$ cat config.mk
export PLATFORM = sky130hd
export DESIGN_NAME = timestep_counter_n_flat
export DESIGN_NICKNAME = d
export VERILOG_FILES = /design/src/rtl/timestep_counter_n_if.sv /design/src/rtl/timestep_counter_n.sv /design/src/flat_wrapper.sv
export SDC_FILE = /design/constraint.sdc
export NUM_CORES = 1
export LEC_CHECK = 0
export CORE_MARGIN = 1
export CORE_UTILIZATION = 45
export CTS_CLUSTER_DIAMETER = 40
export DETAILED_ROUTE_END_ITERATION = 16
export GPL_TIMING_DRIVEN = 0
export PLACE_DENSITY = 0.94
export SETUP_SLACK_MARGIN = 0.3
export SLEW_MARGIN = 20
export SYNTH_ARGS = -nofsm -noshare
export SYNTH_HDL_FRONTEND = slang
export SYNTH_SLANG_ARGS = --single-unit
$ cat constraint.sdc
create_clock -name CLKb -period 3.7 [get_ports CLKb]
set_input_delay 0.74 -clock CLKb [delete_from_list [all_inputs] [get_ports CLKb]]
set_output_delay 0.74 -clock CLKb [all_outputs]
set_load 0.05 [all_outputs]
$ cat src/rtl/timestep_counter_n_if.sv
// Control/status bundle of the timestep counter: sequencing requests from the
// decoder side and step/completion status toward the control-signal generator.
interface timestep_counter_n_if #(
  parameter int WIDTH = 2,
  parameter int ICW   = 10
);
  logic                    EN;
  logic                    STALL;
  logic                    CLR;
  logic                    DONE;
  logic                    LD;
  logic [WIDTH-1:0]        LD_VAL;
  logic [WIDTH-1:0]        CNT;
  logic [(2**WIDTH)-1:0]   T;
  logic                    TC;
  logic                    IDONE;
  logic [ICW-1:0]          ICNT;
  logic                    ICOV;

  modport master (
    output EN, STALL, CLR, DONE, LD, LD_VAL,
    input  CNT, T, TC, IDONE, ICNT, ICOV
  );

  modport slave (
    input  EN, STALL, CLR, DONE, LD, LD_VAL,
    output CNT, T, TC, IDONE, ICNT, ICOV
  );
endinterface

$ cat src/rtl/timestep_counter_n.sv
// Parametrised instruction timestep sequencer T0..T(MAX_STEP) with early finish,
// stall, preload, one-hot step decode and a completed-instruction counter.
module timestep_counter_n_chk #(
  parameter int WIDTH    = 2,
  parameter int MAX_STEP = 3
) (
  input logic                  clk,
  input logic                  rst_n,
  input logic [WIDTH-1:0]      cnt,
  input logic [(2**WIDTH)-1:0] t
);
  localparam logic [WIDTH-1:0] MAX_CNT = WIDTH'(MAX_STEP);

  generate
    if ((WIDTH < 1) || (WIDTH > 6) || (MAX_STEP < 1) || (MAX_STEP > (2**WIDTH) - 1)) begin : g_bad_cfg
      $error("timestep_counter_n: illegal WIDTH/MAX_STEP combination");
    end
  endgenerate

  a_cnt_range: assert property (@(negedge clk) disable iff (!rst_n) cnt <= MAX_CNT);
  a_t_onehot:  assert property (@(negedge clk) disable iff (!rst_n) $onehot(t));
endmodule

module timestep_counter_n #(
  parameter int WIDTH    = 2,
  parameter int MAX_STEP = 3,
  parameter int ICW      = 10
) (
  input logic                  CLKb,
  input logic                  CLRb,
  timestep_counter_n_if.slave  bus
);
  localparam int               NSTEP   = 2**WIDTH;
  localparam logic [WIDTH-1:0] MAX_CNT = WIDTH'(MAX_STEP);

  logic [WIDTH-1:0] cnt_r;
  logic             idone_r;
  logic [ICW-1:0]   icnt_r;
  logic             icov_r;

  logic [WIDTH-1:0] cnt_nxt_s;
  logic             idone_nxt_s;
  logic [ICW-1:0]   icnt_nxt_s;
  logic             icov_nxt_s;
  logic             tc_s;
  logic             complete_s;
  logic             hold_s;

  function automatic logic [WIDTH-1:0] clamp_step(input logic [WIDTH-1:0] v);
    if (v > MAX_CNT) begin
      return MAX_CNT;
    end else begin
      return v;
    end
  endfunction

  // Bits above MAX_STEP are forced low so unreachable steps can never select.
  function automatic logic [NSTEP-1:0] decode_step(input logic [WIDTH-1:0] v);
    logic [NSTEP-1:0] d;
    d = {NSTEP{1'b0}};
    for (int i = 0; i < NSTEP; i++) begin
      d[i] = (i <= MAX_STEP) && (v == WIDTH'(i));
    end
    return d;
  endfunction

  assign tc_s       = (cnt_r == MAX_CNT);
  assign complete_s = bus.DONE || tc_s;
  assign hold_s     = !bus.EN || bus.STALL;

  // Next-state selection: clear, then load, then hold, then completion, then advance.
  always_comb begin
    cnt_nxt_s   = cnt_r;
    idone_nxt_s = 1'b0;
    icnt_nxt_s  = icnt_r;
    icov_nxt_s  = icov_r;
    if (bus.CLR) begin
      cnt_nxt_s = {WIDTH{1'b0}};
    end else if (bus.LD) begin
      cnt_nxt_s = clamp_step(bus.LD_VAL);
    end else if (hold_s) begin
      cnt_nxt_s = cnt_r;
    end else if (complete_s) begin
      cnt_nxt_s   = {WIDTH{1'b0}};
      idone_nxt_s = 1'b1;
      icnt_nxt_s  = icnt_r + ICW'(1);
      if (icnt_r == {ICW{1'b1}}) begin
        icov_nxt_s = 1'b1;
      end else begin
        icov_nxt_s = icov_r;
      end
    end else begin
      cnt_nxt_s = cnt_r + WIDTH'(1);
    end
  end

  // State registers, updated on the falling clock edge.
  always_ff @(negedge CLKb or negedge CLRb) begin
    if (!CLRb) begin
      cnt_r   <= {WIDTH{1'b0}};
      idone_r <= 1'b0;
      icnt_r  <= {ICW{1'b0}};
      icov_r  <= 1'b0;
    end else begin
      cnt_r   <= cnt_nxt_s;
      idone_r <= idone_nxt_s;
      icnt_r  <= icnt_nxt_s;
      icov_r  <= icov_nxt_s;
    end
  end

  assign bus.CNT   = cnt_r;
  assign bus.T     = decode_step(cnt_r);
  assign bus.TC    = tc_s;
  assign bus.IDONE = idone_r;
  assign bus.ICNT  = icnt_r;
  assign bus.ICOV  = icov_r;

  timestep_counter_n_chk #(
    .WIDTH    (WIDTH),
    .MAX_STEP (MAX_STEP)
  ) u_chk (
    .clk   (CLKb),
    .rst_n (CLRb),
    .cnt   (cnt_r),
    .t     (bus.T)
  );
endmodule

$ cat src/flat_wrapper.sv
// flat-port wrapper written by rule: the top's interface ports become plain ports
module timestep_counter_n_flat 
#(
  parameter int WIDTH    = 2,
  parameter int MAX_STEP = 3,
  parameter int ICW      = 10
)
  (CLKb, CLRb, bus_EN, bus_STALL, bus_CLR, bus_DONE, bus_LD, bus_LD_VAL, bus_CNT, bus_T, bus_TC, bus_IDONE, bus_ICNT, bus_ICOV);
  timestep_counter_n_if #(.WIDTH(WIDTH), .ICW(ICW)) bus_i ();
  input logic CLKb;
  input logic CLRb;
  input wire logic [$bits(bus_i.EN)-1:0] bus_EN;
  input wire logic [$bits(bus_i.STALL)-1:0] bus_STALL;
  input wire logic [$bits(bus_i.CLR)-1:0] bus_CLR;
  input wire logic [$bits(bus_i.DONE)-1:0] bus_DONE;
  input wire logic [$bits(bus_i.LD)-1:0] bus_LD;
  input wire logic [$bits(bus_i.LD_VAL)-1:0] bus_LD_VAL;
  output wire logic [$bits(bus_i.CNT)-1:0] bus_CNT;
  output wire logic [$bits(bus_i.T)-1:0] bus_T;
  output wire logic [$bits(bus_i.TC)-1:0] bus_TC;
  output wire logic [$bits(bus_i.IDONE)-1:0] bus_IDONE;
  output wire logic [$bits(bus_i.ICNT)-1:0] bus_ICNT;
  output wire logic [$bits(bus_i.ICOV)-1:0] bus_ICOV;
  assign bus_i.EN = bus_EN;
  assign bus_i.STALL = bus_STALL;
  assign bus_i.CLR = bus_CLR;
  assign bus_i.DONE = bus_DONE;
  assign bus_i.LD = bus_LD;
  assign bus_i.LD_VAL = bus_LD_VAL;
  assign bus_CNT = bus_i.CNT;
  assign bus_T = bus_i.T;
  assign bus_TC = bus_i.TC;
  assign bus_IDONE = bus_i.IDONE;
  assign bus_ICNT = bus_i.ICNT;
  assign bus_ICOV = bus_i.ICOV;
  timestep_counter_n #(.WIDTH(WIDTH), .MAX_STEP(MAX_STEP), .ICW(ICW)) u_core (.CLKb(CLKb), .CLRb(CLRb), .bus(bus_i));
endmodule
==> impl_metrics.tcl, run 1 <==
set metrics [dict create \
    fin_skew_ns 0.007407 \
    die_x_um 41.95 \
    io_pins 28 \
    numClockSinks 14 \
    power.leakage_nw 0.6845 \
    ys.flop_type "dfrtn_1" \
    antennaDiodeCount 0 \
    drt-initial-drc-count 5 \
    grt_start_max_net_pins 15 \
    ctsRootBufferMaster "clkbuf_4" \
    setup_viol 7 \
    place_ws_ns -0.5484 \
    slew_headroom 0.5726 \
    wl_met3_um 134 \
    yosys_warnings 0 \
    drtAntennaViolNets 0 \
    grt_pass1_wl_mm 3.291 \
    fin_util 0.8854 \
    ctsHoldBuffers 0 \
    top_layer "met4" \
    finalNonFillerCells 136 \
    critPathCaptureType "output pin" \
    synth_cells 64 \
    violations "negative setup slack" \
    clkTransAtPathRegs_ns 0.07 \
    fin_nets 136 \
    grt_pass1_vias 733 \
    synth-seq-cells 14 \
    die-area_um2 1760 \
    routed_wl_mm 2.435 \
    hold_viol 0 \
    synth_area_per_cell_um2 11.22 \
    crit_chain "buf_6 > ha_4 > buf_8 > buf_8" \
    finalMaxSlewViolations 0 \
    yosys-top-cells-count "dfrtn_1 (14), xor2_1 (6), ha_1 (5), nand2_1 (5), nor2_1 (5)" \
    path_class "reg -> out" \
    hp-class "reg -> reg" \
    die_h_um 41.95 \
    cpMaxStageDelayCell "dfrtn_1" \
    yosysTopAreaCell "dfrtn_1" \
    critPathMaxFanout 3 \
    htreeDepth 1 \
    gp_congestion 0.7385 \
    worst_slew_pin_slew_ns 0.6392 \
    powerDensity_nw_per_um2 396.4 \
    rsz0062_at_grt "true" \
    cts_made_buffers 3 \
    worstSkewPairLatency_ns 0.30 \
    synth-seq-area-share 0.4878 \
    max_cap_viol_count 0 \
    track_usage 0.2599 \
    worst_path_most_repeated_cell "buf_8" \
    wl_met2_mm 1.270 \
    via_count 735 \
    tritoncts "built" \
    crit_family "flip-flops" \
    antenna_found_initial 0 \
    hpwlAfterDp_mm 1.179 \
    r2r_setup_slack_ns 1.90 \
    drive_gt1_frac 0.5750 \
    design_area_um2 1334 \
    placed_area_um2 1055 \
    outcome "finished with violations" \
    cpPeakStageDelay_ns 0.46 \
    peakVddDrop_v 0.0003689 \
    drc 0 \
    wire_per_inst_um 17.90 \
    grt-ovfl-total 0 \
    arrival_ns 3.10 \
    fin_ws_ns -0.1410 \
    cts_max_path_buffers 2 \
    syn_area_um2 718.2 \
    cp-start-kind "register" \
    synth.most_common_cell "dfrtn_1" \
    cp_num_buf_inv 3 \
    core_area_um2 1506 \
    critPathRequiredTime_ns 2.96 \
    async_reset_ff_frac 1.000 \
    dr.pass1.iters 4 \
    wl_met1_um 938 \
    synth_top_area_share 0.4878 \
    start_util 0.4767 \
    synth_edf_count 0 \
    synth.distinct_cells 23 \
    syn-num-nets 78 \
    rows 14 \
    portBuffers 27 \
    synth_area_leaders "dfrtn_1 (49%), ha_1 (8.7%), xor2_1 (7.3%)" \
    vias_per_cell 5.404 \
    syn2layout_area_growth_pct 85.71 \
    dp.cells 107 \
]
==> layout make-up <==
class / count / area, um^2
sequential: 14 / 350.3
clock buffer: 3 / 22.52
timing repair buffer: 53 / 490.5
multi-input combinational: 44 / 409.1
fill: 68 / 172.7
buffer: 2 / 26.28
inverter: 4 / 15.01
tap: 16 / 20.02
==> kinds of logic after synthesis <==
group / Yosys count / share of synthesized area
simple gates: 23 / 0.2038
flops: 14 / 0.4878
xor+xnor: 9 / 0.1098
compound gates: 6 / 0.05749
buf+inv: 6 / 0.03832
fa+ha+maj: 5 / 0.08711
mux: 1 / 0.01568
==> placed cells by master, fill, tap and decap left out, types with 2 or more instances in the layout <==
cell	count
dfrtn_1	14
buf_4	27
nor2_1	5
ha_4	2
xor2_1	6
buf_8	5
ha_2	2
a21oi_1	2
inv_1	3
clkbuf_4	3
xnor2_1	3
nand4_1	4
nand2_1	4
buf_6	16
clkdlybuf4s50_1	4
==> per-stage QoR <==
stage	power [mW]	TNS [ns]	hold WS, ns
detailed placement	0.3775	-9.365	0.4234
floorplan	0.3125	-0.5238	0.6791
CTS	0.5055	-0.4128	0.4487
global placement	0.3708	-8.498	0.4100
global route	0.5481	-1.002	0.5740
finish	0.5288	-0.7384	0.5617
==> worst min-delay path, cell delays in order (launching register included) <==
cell and delay (ns):
dfrtn_1 0.43, buf_4 0.11, inv_1 0.04, o31ai_1 0.07
==> where the power goes <==
group	switching [mW]	total (mW)	internal, mW	leakage [nW]
registers	0.0153	0.188	0.172	0.185
clock network	0.0570	0.0950	0.0380	0.0138
logic	0.138	0.246	0.108	0.486
total	0.210	0.529	0.318	0.684
==> registers in the layout (all words and copies together), names as in the netlist <==
register and cells:
u_core.bus.IDONE 1, u_core.bus.ICNT 10, u_core.bus.CNT 2, u_core.bus.ICOV 1
==> timing repair <==
item / 4_1_cts / 5_1_grt
gates resized for setup: 147 / 10
pin swaps: 7 / 1
setup buffers: 18 / 8
endpoints found under the setup margin: 33 / 33
==> per-layer routing <==
metal,up-vias,global-route usage
met3,11,0.06957
met2,36,0.4781
met1,354,0.2684
li1,334,-
met5,-,0
met4,0,0.1226
==> path summary, 6_finish.rpt <==
check	start	endpoint	cells after the start
worst max-delay path	u_core.bus.CNT[0]	bus_T[3]	4
worst min-delay path	u_core.bus.ICOV	u_core.bus.ICOV	3
worst max register to register	u_core.bus.CNT[0]	u_core.bus.ICNT[1]	6
worst min register to register	u_core.bus.ICOV	u_core.bus.ICOV	3
max in group asynchronous	CLRb	u_core.bus.ICNT[6]	1
min in group asynchronous	CLRb	u_core.bus.ICOV	1
Power figures use the tool's default switching activity.
==> run 2: changes to the inputs <==
- CORE_MARGIN: 1 -> 2
==> impl_metrics.tcl, run 2 (synthesis results as in run 1) <==
set metrics [dict create \
    outcome "finished with violations" \
    violations "negative setup slack" \
    via_count 678 \
    cp-start-kind "register" \
    drt-initial-drc-count 8 \
    reg2reg_to "u_core.bus.ICNT[1]" \
    die_x_um 43.95 \
    start_util 0.4767 \
    min_from "u_core.bus.ICOV" \
    groute.layer.met2.usage 0.4441 \
    antennaDiodeCount 0 \
    cp_num_buf_inv 3 \
    cpMaxStageDelayCell "dfrtn_1" \
    vias_per_cell 5.176 \
    htreeDepth 1 \
    antenna_found_initial 0 \
    critPathRequiredTime_ns 2.96 \
    core_area_um2 1506 \
    cpPeakStageDelay_ns 0.47 \
    numClockSinks 14 \
    worst_slew_pin_slew_ns 0.6227 \
    drc 0 \
    power.leakage_nw 0.6563 \
    path_class "reg -> out" \
    met1_usage 0.2306 \
    critPathMaxFanout 4 \
    r2r_cells 6 \
    die-area_um2 1932 \
    setup_viol 6 \
    fin_skew_ns 0.008081 \
    drtAntennaViolNets 0 \
    slew_headroom 0.5836 \
    max_cap_viol_count 0 \
    wire_per_inst_um 15.26 \
    critPathCaptureType "output pin" \
    tritoncts "built" \
    finalMaxSlewViolations 0 \
    ctsRootBufferMaster "clkbuf_4" \
    fin_util 0.8621 \
    grtUsageMet3 0.03750 \
    io_pins 28 \
    gp_congestion 0.7363 \
    rows 14 \
    worst_hold_slack_ns 0.5275 \
    grt_pass1_wl_mm 3.091 \
    arrival_ns 3.08 \
    peakVddDrop_v 0.0004263 \
    min_to "u_core.bus.ICOV" \
    syn2layout_area_growth_pct 80.84 \
    fin_nets 130 \
    routed_wl_mm 1.999 \
    finalNonFillerCells 131 \
    r2r_setup_slack_ns 1.90 \
    fin_ws_ns -0.1188 \
    worst_path_most_repeated_cell "buf_8" \
    rsz0062_at_grt "true" \
    track_usage 0.2212 \
    cts_made_buffers 3 \
    final_common_cell "buf_4" \
    largest_reg_flops 10 \
    crit_family "flip-flops" \
    grt_pass1_vias 703 \
    clkTransAtPathRegs_ns 0.07 \
    portBuffers 27 \
    num-fill-cells 81 \
    worstSkewPairLatency_ns 0.28 \
    powerDensity_nw_per_um2 410.9 \
    holdPathStages 3 \
    grt.busiest_layer "met2" \
    hp-class "reg -> reg" \
    grt_start_max_net_pins 15 \
    regToRegStartpoint "u_core.bus.CNT[0]" \
    hold_viol 0 \
    grt-ovfl-total 0 \
    most-common-layout-cells "buf_4 (21), buf_6 (15), dfrtn_1 (14)" \
    dp.cells 107 \
    crit_chain "buf_6 > ha_4 > buf_8 > buf_8" \
    p_total_mw 0.5337 \
    cts_max_path_buffers 2 \
    dr.pass1.iters 4 \
    hpwlAfterDp_mm 1.216 \
    drive_gt1_frac 0.5478 \
    die_h_um 43.95 \
]
==> run 2: layout make-up <==
class                      count  area (um^2)  share of cell area
timing repair buffer          47        436.7              0.3362
multi-input combinational     44        414.1              0.3189
sequential                    14        350.3              0.2697
clock buffer                   4        36.28             0.02794
buffer                         2        26.28             0.02023
tap                           16        20.02             0.01541
inverter                       4        15.01             0.01156
==> run 2: where the power goes <==
| part | leakage, nW | switching (mW) | internal [mW] | total, mW |
|---|---|---|---|---|
| logic | 0.451 | 0.134 | 0.101 | 0.235 |
| registers | 0.185 | 0.0162 | 0.172 | 0.189 |
| clock network | 0.0210 | 0.0507 | 0.0598 | 0.111 |
| total | 0.656 | 0.201 | 0.333 | 0.534 |
==> run 2: worst reg2reg max path, stage by stage (launching register included) <==
cell     delay, ns
dfrtn_1       0.38
buf_6         0.14
ha_4          0.16
or2_2         0.38
and2_4        0.18
buf_6         0.12
mux2_4        0.29
==> run 2: worst max path at each step <==
| stage | from | endpoint | depth (start not counted) |
|---|---|---|---|
| 3_5_place_dp | bus_LD | u_core.bus.ICNT[1] | 5 |
| 2_1_floorplan | u_core.bus.CNT[0] | bus_T[3] | 2 |
| 3_3_place_gp | bus_LD | u_core.bus.ICNT[1] | 5 |
| 5_1_grt | u_core.bus.CNT[0] | bus_T[3] | 4 |
| 6_report | u_core.bus.CNT[0] | bus_T[3] | 4 |
| 4_1_cts | u_core.bus.CNT[0] | bus_T[3] | 4 |
==> run 2: what timing repair did <==
action	CTS	global route
cloned	0	0
gates resized for setup	148	4
pin swaps	8	1
hold buffers	0	0
setup endpoints to repair	33	33
buffers inserted	16	4
==> run 2: per-layer routing <==
layer,routed length (um),share of wire,vias to the layer above
li1,-,-,320
met1,756,0.38,335
met2,1152,0.58,21
met3,80,0.040,2
met4,10,0.0050,0
met5,0,0,-
==> run 2: stage by stage <==
stage	setup WS [ns]	TNS [ns]	instance area, um^2
final	-0.1188	-0.5951	1299
after global placement	-0.5076	-8.498	1055
after floorplan	-0.1668	-0.5238	764.5
after detailed placement	-0.5548	-9.341	1055
after CTS	-0.1087	-0.5005	1241
after global routing	-0.1598	-0.9394	1299
